==> src/rtl/hazard_controller_if.sv <==
// Datapath <-> hazard controller bundle: register indices, writeback/memory/MDU
// status from the pipeline, and the stall/flush/forward controls back to it.
interface hazard_controller_if #(
    parameter int PERF_W = 32
);
    logic [4:0]        Rs1D;
    logic [4:0]        Rs2D;
    logic [4:0]        Rs1E;
    logic [4:0]        Rs2E;
    logic [4:0]        RdE;
    logic [4:0]        RdM;
    logic [4:0]        RdW;
    logic              RegWriteM;
    logic              RegWriteW;
    logic              LoadE;
    logic              PCSrcE;
    logic              MduStartE;
    logic              MemReqM;
    logic              MemAckM;
    logic              StallF;
    logic              StallD;
    logic              StallE;
    logic              StallM;
    logic              FlushD;
    logic              FlushE;
    logic              FlushM;
    logic              FlushW;
    logic [1:0]        ForwardAE;
    logic [1:0]        ForwardBE;
    logic              MduDoneE;
    logic [PERF_W-1:0] StallCycles;

    modport master (
        output Rs1D, Rs2D, Rs1E, Rs2E, RdE, RdM, RdW, RegWriteM, RegWriteW,
               LoadE, PCSrcE, MduStartE, MemReqM, MemAckM,
        input  StallF, StallD, StallE, StallM, FlushD, FlushE, FlushM, FlushW,
               ForwardAE, ForwardBE, MduDoneE, StallCycles
    );

    modport slave (
        input  Rs1D, Rs2D, Rs1E, Rs2E, RdE, RdM, RdW, RegWriteM, RegWriteW,
               LoadE, PCSrcE, MduStartE, MemReqM, MemAckM,
        output StallF, StallD, StallE, StallM, FlushD, FlushE, FlushM, FlushW,
               ForwardAE, ForwardBE, MduDoneE, StallCycles
    );
endinterface

==> src/rtl/hazard_controller.sv <==
// Pipeline sequencer for the 5-stage core: stall/flush generation for load-use,
// redirects, multi-cycle MDU ops and data-memory wait states, plus E-stage forwarding.
module hazard_controller #(
    parameter int MDU_LATENCY = 4,
    parameter int PERF_W      = 32
) (
    input  logic                clk,
    input  logic                rst,
    hazard_controller_if.slave  hz
);
    localparam logic [1:0] RUN      = 2'd0;
    localparam logic [1:0] MDU_BUSY = 2'd1;
    localparam logic [1:0] MEM_WAIT = 2'd2;

    localparam int              CNT_W    = $clog2(MDU_LATENCY + 1);
    localparam logic [CNT_W-1:0] CNT_LOAD = CNT_W'((MDU_LATENCY > 1) ? (MDU_LATENCY - 2) : 0);

    logic [1:0]        state_r;
    logic [1:0]        state_nxt_s;
    logic [CNT_W-1:0]  mdu_cnt_r;
    logic [CNT_W-1:0]  mdu_cnt_nxt_s;
    logic              ret_mdu_r;
    logic              ret_mdu_nxt_s;
    logic [PERF_W-1:0] stall_cycles_r;

    logic stall_f_s, stall_d_s, stall_e_s, stall_m_s;
    logic flush_d_s, flush_e_s, flush_m_s, flush_w_s;
    logic mdu_done_s;
    logic mem_wait_s;
    logic load_use_s;

    // M-stage result is younger than W, so it wins when both match.
    function automatic logic [1:0] fwd_sel(input logic [4:0] rs, input logic wr_m,
                                           input logic [4:0] rd_m, input logic wr_w,
                                           input logic [4:0] rd_w);
        logic [1:0] sel;
        if (wr_m && (rd_m != 5'd0) && (rd_m == rs)) begin
            sel = 2'b10;
        end else if (wr_w && (rd_w != 5'd0) && (rd_w == rs)) begin
            sel = 2'b01;
        end else begin
            sel = 2'b00;
        end
        return sel;
    endfunction

    assign mem_wait_s = hz.MemReqM && !hz.MemAckM;
    assign load_use_s = hz.LoadE && (hz.RdE != 5'd0) &&
                        ((hz.RdE == hz.Rs1D) || (hz.RdE == hz.Rs2D));

    // Next-state and control decode; freeze states ignore redirects and load-use.
    always_comb begin
        state_nxt_s   = state_r;
        mdu_cnt_nxt_s = mdu_cnt_r;
        ret_mdu_nxt_s = ret_mdu_r;
        stall_f_s = 1'b0; stall_d_s = 1'b0; stall_e_s = 1'b0; stall_m_s = 1'b0;
        flush_d_s = 1'b0; flush_e_s = 1'b0; flush_m_s = 1'b0; flush_w_s = 1'b0;
        mdu_done_s = 1'b0;
        case (state_r)
            RUN: begin
                if (mem_wait_s) begin
                    {stall_f_s, stall_d_s, stall_e_s, stall_m_s, flush_w_s} = 5'b11111;
                    ret_mdu_nxt_s = 1'b0;
                    state_nxt_s   = MEM_WAIT;
                end else if (hz.MduStartE) begin
                    if (MDU_LATENCY > 1) begin
                        {stall_f_s, stall_d_s, stall_e_s, flush_m_s} = 4'b1111;
                        mdu_cnt_nxt_s = CNT_LOAD;
                        state_nxt_s   = MDU_BUSY;
                    end else begin
                        mdu_done_s = 1'b1;
                    end
                end else if (load_use_s) begin
                    {stall_f_s, stall_d_s, flush_e_s} = 3'b111;
                end else if (hz.PCSrcE) begin
                    {flush_d_s, flush_e_s} = 2'b11;
                end else begin
                    state_nxt_s = RUN;
                end
            end
            MDU_BUSY: begin
                if (mem_wait_s) begin
                    {stall_f_s, stall_d_s, stall_e_s, stall_m_s, flush_w_s} = 5'b11111;
                    ret_mdu_nxt_s = 1'b1;
                    state_nxt_s   = MEM_WAIT;
                end else if (mdu_cnt_r == {CNT_W{1'b0}}) begin
                    mdu_done_s  = 1'b1;
                    state_nxt_s = RUN;
                end else begin
                    {stall_f_s, stall_d_s, stall_e_s, flush_m_s} = 4'b1111;
                    mdu_cnt_nxt_s = mdu_cnt_r - CNT_W'(1);
                end
            end
            MEM_WAIT: begin
                if (hz.MemAckM) begin
                    // The memory stage is released, but an interrupted MDU op still owns E.
                    if (ret_mdu_r) begin
                        {stall_f_s, stall_d_s, stall_e_s, flush_m_s} = 4'b1111;
                        state_nxt_s = MDU_BUSY;
                    end else begin
                        state_nxt_s = RUN;
                    end
                    ret_mdu_nxt_s = 1'b0;
                end else begin
                    {stall_f_s, stall_d_s, stall_e_s, stall_m_s, flush_w_s} = 5'b11111;
                end
            end
            default: begin
                state_nxt_s   = RUN;
                ret_mdu_nxt_s = 1'b0;
            end
        endcase
    end

    // FSM, MDU countdown and return flag.
    always_ff @(posedge clk or posedge rst) begin
        if (rst) begin
            state_r   <= RUN;
            mdu_cnt_r <= {CNT_W{1'b0}};
            ret_mdu_r <= 1'b0;
        end else begin
            state_r   <= state_nxt_s;
            mdu_cnt_r <= mdu_cnt_nxt_s;
            ret_mdu_r <= ret_mdu_nxt_s;
        end
    end

    // Stall-cycle performance counter; wraps naturally.
    always_ff @(posedge clk or posedge rst) begin
        if (rst) begin
            stall_cycles_r <= {PERF_W{1'b0}};
        end else if (stall_f_s) begin
            stall_cycles_r <= stall_cycles_r + PERF_W'(1);
        end else begin
            stall_cycles_r <= stall_cycles_r;
        end
    end

    assign hz.StallF      = !rst && stall_f_s;
    assign hz.StallD      = !rst && stall_d_s;
    assign hz.StallE      = !rst && stall_e_s;
    assign hz.StallM      = !rst && stall_m_s;
    assign hz.FlushD      = !rst && flush_d_s;
    assign hz.FlushE      = !rst && flush_e_s;
    assign hz.FlushM      = !rst && flush_m_s;
    assign hz.FlushW      = !rst && flush_w_s;
    assign hz.MduDoneE    = !rst && mdu_done_s;
    assign hz.ForwardAE   = rst ? 2'b00 : fwd_sel(hz.Rs1E, hz.RegWriteM, hz.RdM, hz.RegWriteW, hz.RdW);
    assign hz.ForwardBE   = rst ? 2'b00 : fwd_sel(hz.Rs2E, hz.RegWriteM, hz.RdM, hz.RegWriteW, hz.RdW);
    assign hz.StallCycles = stall_cycles_r;
endmodule

==> src/flat_wrapper.sv <==
// flat-port wrapper written by rule: the top's interface ports become plain ports
module hazard_controller_flat 
#(
    parameter int MDU_LATENCY = 4,
    parameter int PERF_W      = 32
)
  (clk, rst, hz_Rs1D, hz_Rs2D, hz_Rs1E, hz_Rs2E, hz_RdE, hz_RdM, hz_RdW, hz_RegWriteM, hz_RegWriteW, hz_LoadE, hz_PCSrcE, hz_MduStartE, hz_MemReqM, hz_MemAckM, hz_StallF, hz_StallD, hz_StallE, hz_StallM, hz_FlushD, hz_FlushE, hz_FlushM, hz_FlushW, hz_ForwardAE, hz_ForwardBE, hz_MduDoneE, hz_StallCycles);
  hazard_controller_if #(.PERF_W(PERF_W)) hz_i ();
  input  logic clk;
  input  logic rst;
  input wire logic [$bits(hz_i.Rs1D)-1:0] hz_Rs1D;
  input wire logic [$bits(hz_i.Rs2D)-1:0] hz_Rs2D;
  input wire logic [$bits(hz_i.Rs1E)-1:0] hz_Rs1E;
  input wire logic [$bits(hz_i.Rs2E)-1:0] hz_Rs2E;
  input wire logic [$bits(hz_i.RdE)-1:0] hz_RdE;
  input wire logic [$bits(hz_i.RdM)-1:0] hz_RdM;
  input wire logic [$bits(hz_i.RdW)-1:0] hz_RdW;
  input wire logic [$bits(hz_i.RegWriteM)-1:0] hz_RegWriteM;
  input wire logic [$bits(hz_i.RegWriteW)-1:0] hz_RegWriteW;
  input wire logic [$bits(hz_i.LoadE)-1:0] hz_LoadE;
  input wire logic [$bits(hz_i.PCSrcE)-1:0] hz_PCSrcE;
  input wire logic [$bits(hz_i.MduStartE)-1:0] hz_MduStartE;
  input wire logic [$bits(hz_i.MemReqM)-1:0] hz_MemReqM;
  input wire logic [$bits(hz_i.MemAckM)-1:0] hz_MemAckM;
  output wire logic [$bits(hz_i.StallF)-1:0] hz_StallF;
  output wire logic [$bits(hz_i.StallD)-1:0] hz_StallD;
  output wire logic [$bits(hz_i.StallE)-1:0] hz_StallE;
  output wire logic [$bits(hz_i.StallM)-1:0] hz_StallM;
  output wire logic [$bits(hz_i.FlushD)-1:0] hz_FlushD;
  output wire logic [$bits(hz_i.FlushE)-1:0] hz_FlushE;
  output wire logic [$bits(hz_i.FlushM)-1:0] hz_FlushM;
  output wire logic [$bits(hz_i.FlushW)-1:0] hz_FlushW;
  output wire logic [$bits(hz_i.ForwardAE)-1:0] hz_ForwardAE;
  output wire logic [$bits(hz_i.ForwardBE)-1:0] hz_ForwardBE;
  output wire logic [$bits(hz_i.MduDoneE)-1:0] hz_MduDoneE;
  output wire logic [$bits(hz_i.StallCycles)-1:0] hz_StallCycles;
  assign hz_i.Rs1D = hz_Rs1D;
  assign hz_i.Rs2D = hz_Rs2D;
  assign hz_i.Rs1E = hz_Rs1E;
  assign hz_i.Rs2E = hz_Rs2E;
  assign hz_i.RdE = hz_RdE;
  assign hz_i.RdM = hz_RdM;
  assign hz_i.RdW = hz_RdW;
  assign hz_i.RegWriteM = hz_RegWriteM;
  assign hz_i.RegWriteW = hz_RegWriteW;
  assign hz_i.LoadE = hz_LoadE;
  assign hz_i.PCSrcE = hz_PCSrcE;
  assign hz_i.MduStartE = hz_MduStartE;
  assign hz_i.MemReqM = hz_MemReqM;
  assign hz_i.MemAckM = hz_MemAckM;
  assign hz_StallF = hz_i.StallF;
  assign hz_StallD = hz_i.StallD;
  assign hz_StallE = hz_i.StallE;
  assign hz_StallM = hz_i.StallM;
  assign hz_FlushD = hz_i.FlushD;
  assign hz_FlushE = hz_i.FlushE;
  assign hz_FlushM = hz_i.FlushM;
  assign hz_FlushW = hz_i.FlushW;
  assign hz_ForwardAE = hz_i.ForwardAE;
  assign hz_ForwardBE = hz_i.ForwardBE;
  assign hz_MduDoneE = hz_i.MduDoneE;
  assign hz_StallCycles = hz_i.StallCycles;
  hazard_controller #(.MDU_LATENCY(MDU_LATENCY), .PERF_W(PERF_W)) u_core (.clk(clk), .rst(rst), .hz(hz_i));
endmodule
==> config.mk <==
export PLATFORM = sky130hd
export DESIGN_NAME = hazard_controller_flat
export DESIGN_NICKNAME = d
export VERILOG_FILES = /design/src/rtl/hazard_controller_if.sv /design/src/rtl/hazard_controller.sv /design/src/flat_wrapper.sv
export SDC_FILE = /design/constraint.sdc
export NUM_CORES = 1
export LEC_CHECK = 0
export ABC_AREA = 1
export CAP_MARGIN = 20
export CORE_ASPECT_RATIO = 0.7
export CORE_UTILIZATION = 29
export DETAILED_ROUTE_END_ITERATION = 8
export PLACE_DENSITY_LB_ADDON = 0.12
export SKIP_CTS_REPAIR_TIMING = 1
export SLEW_MARGIN = 15
export SYNTH_ARGS = -nofsm -noshare
export SYNTH_HDL_FRONTEND = slang
export SYNTH_SLANG_ARGS = --single-unit
==> constraint.sdc <==
create_clock -name clk -period 1.96 [get_ports clk]
set_input_delay 0.392 -clock clk [delete_from_list [all_inputs] [get_ports clk]]
set_output_delay 0.392 -clock clk [all_outputs]
set_load 0.005 [all_outputs]
==> results of run 1 <==
metrics by stage:
stage          worst slack (ns)  power [mW]  cells  utilization (%)  cell area [µm²]
3_5_place_dp             -0.665        2.50    734             41.6             4340
2_1_floorplan            0.0415        1.84    497                -             3140
4_1_cts                  -0.684        3.32    742             43.0             4490
5_1_grt                  -0.162        3.80    746             45.8             4780
6_report                -0.0536        3.55    746             45.8             4780
3_3_place_gp             -0.677        2.48    734             41.6             4340
path summary, 6_finish.rpt:
check	from	end	slack, ns
worst min-delay path	u_core.ret_mdu_r	u_core.ret_mdu_r	0.51
worst min register to register	u_core.ret_mdu_r	u_core.ret_mdu_r	0.51
worst max-delay path	u_core.mdu_cnt_r[1]	hz_StallD	-0.05
worst max register to register	u_core.mdu_cnt_r[1]	u_core.hz.StallCycles[4]	0.08
min in group asynchronous	rst	u_core.hz.StallCycles[14]	0.58
max in group asynchronous	rst	u_core.state_r[1]	1.03
state kept, by name, summed over array words and instances, names as in the netlist:
| name | cells |
|---|---|
| u_core.hz.StallCycles | 32 |
| u_core.mdu_cnt_r | 3 |
| u_core.ret_mdu_r | 1 |
| u_core.state_r | 2 |
metal layers:
| layer | part of all wire, % | global-route usage (%) | up-vias |
|---|---|---|---|
| li1 | - | - | 1793 |
| met1 | 54 | 26.5 | 1588 |
| met2 | 39 | 24.6 | 104 |
| met3 | 6.0 | 3.65 | 9 |
| met4 | 0.72 | 3.61 | 0 |
| met5 | 0 | 0 | - |
cells by family after synthesis:
family,count (synthesis)
XOR/XNOR,34
AO/OA/AOI/OAI,23
adder cells (fa/ha/maj),3
flip-flops,38
buffers and inverters,67
AND/OR/NAND/NOR,332
report_power, final:
part	switching, mW	total [mW]	internal, mW
registers	0.109	0.998	0.889
logic	0.910	1.73	0.824
clock network	0.314	0.818	0.504
total	1.33	3.55	2.22
cell usage in the layout (no fill, tap or decap), types with 3 or more instances in the layout:
cell type / count
clkdlybuf4s50_1: 37
clkbuf_2: 6
nand4_1: 6
buf_4: 30
clkbuf_16: 5
nor2_2: 9
nand3_2: 3
nand3b_1: 7
inv_2: 17
buf_12: 3
nor2_1: 44
nor3_2: 3
xor2_1: 19
a21oi_1: 3
nand2_1: 188
dlymetal6s2s_1: 44
nor3_1: 10
nand3_1: 47
dfrtp_1: 36
a21oi_2: 5
o21ai_0: 8
inv_1: 36
nand2_2: 3
xnor2_1: 14
worst max-delay path, delay by kind of cell (launching register included):
family / cells / cell delay, ns
flip-flops: 1 / 0.37
AO/OA/AOI/OAI: 3 / 0.35
buffers and inverters: 3 / 0.32
AND/OR/NAND/NOR: 2 / 0.16
adder cells (fa/ha/maj): 1 / 0.14
cell type report:
cell class                 count  area [µm²]
sequential                    38         953
multi-input combinational    392        2050
fill                        1082        5650
inverter                      54         206
tap                          132         165
timing repair buffer         122        1250
clock buffer                   7         143
clock inverter                 1        5.00
==> run summary, run 1 <==
Hold path cells: 2
Mux contribution to synthesized area: 0%
Cell mode on critical path: a21oi_4
N_diodes: 0
Drt pass-1 iters: 5
Post-synth top area share: 30.3%
Per-cell routed wire length: 13.0 µm
Avg Vias per Cell: 4.68
XOR/XNOR share of the synthesized area: 9.49%
Tmin final: 2.01 ns
Required time of the worst setup path: 1.57 ns
Vias in the first global route: 3108
Final hold slack: 0.512 ns
Final setup violating endpoints: 4
CORE AREA: 0.0104 mm²
First-pass GRT wire length: 15.3 mm
I/O pin count: 89
Root buf cell: clkbuf_16
Worst slew pin tran: 0.486 ns
Syn Inst Count: 497
Crit start category: flop
Post-Synth Adder-Cell Area: 1.20%
Layout cell share with drive strength beyond 1: 17.8%
DP HPWL: 7.51 mm
Crit share post-route: 103%
Largest cells by area after synthesis: dfrtp_1, nand2_1, nand3_1
Grt total ovfl: 0
Hold Crit Class: flop to flop
Min setup slack post-route: -0.0536 ns
Post-route DRC violation count: 0
CTS tree: yes
CTS buffer count: 5
Die area: 0.0113 mm²
Violated checks: setup timing
MaxCap Viol Count: 0
Pleak: 2.61 nW
Synth Area in Compound Gates: 4.50%
Sequential area share after synthesis: 30.3%
Most frequent cell after synthesis: nand2_1
All-Layer GR Usage: 17.3%
Max stage delay cell, worst path: dfrtp_1
Library cells used by synthesis: 34
Number of synthesized flops with an enable pin: 0
CTS max path bufs: 2
Post-route antenna net violation count: 0
Area growth syn-to-layout: 52.3%
CTS Sinks: 38
Starting density of the core: 30.1%
Setup TNS Final: -0.148 ns
Max-slew headroom: 67.4%
DRT iter0 DRCs: 162
CP Max Fanout: 3
Nets: 660
Power density over cell area: 743 mW/mm²
Worst vdd ir: 529 µV
Yosys reg bits: 38
H-tree Lvls: 2
Largest family of logic cells by synthesized area: simple AND/OR/NAND/NOR gates
Die width: 126 µm
Yosys Warn Count: 0
Max Fclk: 0.497 GHz
CP max stage delay: 0.37 ns
DR vias: 3494
Synth top cells by count: nand2_1, nand3_1, nor2_1
Initial antenna violation count: 0
Ys flop type: dfrtp_1
Final Hold Fails: 0
Crit path kind: flop to output pin
RSZ-0062 raised after global routing: true
Die height: 89.1 µm
Largest net degree at the start of global routing: 39
Status: complete, but fails checks
Worst path cell trace: inv_2 -> ha_4 -> nand2_4 -> o21ai_2 -> nand3_2 -> a21oi_4 -> buf_12 -> a21oi_4 -> clkbuf_2
Worst Path Arrival: 1.62 ns
Syn avg cell area: 6.32 µm²
Clock skew: 0.00816 ns
Fin. max-slew vios: 0
Port Buf Inserts: 88
Row cnt: 31
Synth Area in Simple Gates: 45.3%
Mapped Nets: 544
Worst reg-to-reg path cell count: 12
Clock network latency to the later pin of the worst-skew pair: 0.29 ns
Final WL: 9.74 mm
Clk slew on worst S/H paths: 0.05 ns
Synth area leader: dfrtp_1
Worst setup EP type: output pin
Ys async rst share: 100%
Final RePlAce weighted congestion: 0.970
Syn Std Cell Area: 0.00314 mm²
(Power assumes the default switching activity.)
==> inputs of run 2 (changes only) <==
--- a/config.mk
+++ b/config.mk
@@ -12,6 +12,7 @@
 export DETAILED_ROUTE_END_ITERATION = 8
 export PLACE_DENSITY_LB_ADDON = 0.12
 export SKIP_CTS_REPAIR_TIMING = 1
+export SKIP_LAST_GASP = 1
 export SLEW_MARGIN = 15
 export SYNTH_ARGS = -nofsm -noshare
 export SYNTH_HDL_FRONTEND = slang
==> results of run 2 <==
Same layout as run 1: the final DEF is identical, and so are final timing and power.
==> inputs of run 3 (changes only) <==
--- a/config.mk
+++ b/config.mk
@@ -13,7 +13,6 @@
 export PLACE_DENSITY_LB_ADDON = 0.12
 export SKIP_CTS_REPAIR_TIMING = 1
 export SKIP_LAST_GASP = 1
-export SLEW_MARGIN = 15
 export SYNTH_ARGS = -nofsm -noshare
 export SYNTH_HDL_FRONTEND = slang
 export SYNTH_SLANG_ARGS = --single-unit
==> results of run 3 <==
Same layout as run 1: the final DEF is identical, and so are final timing and power.
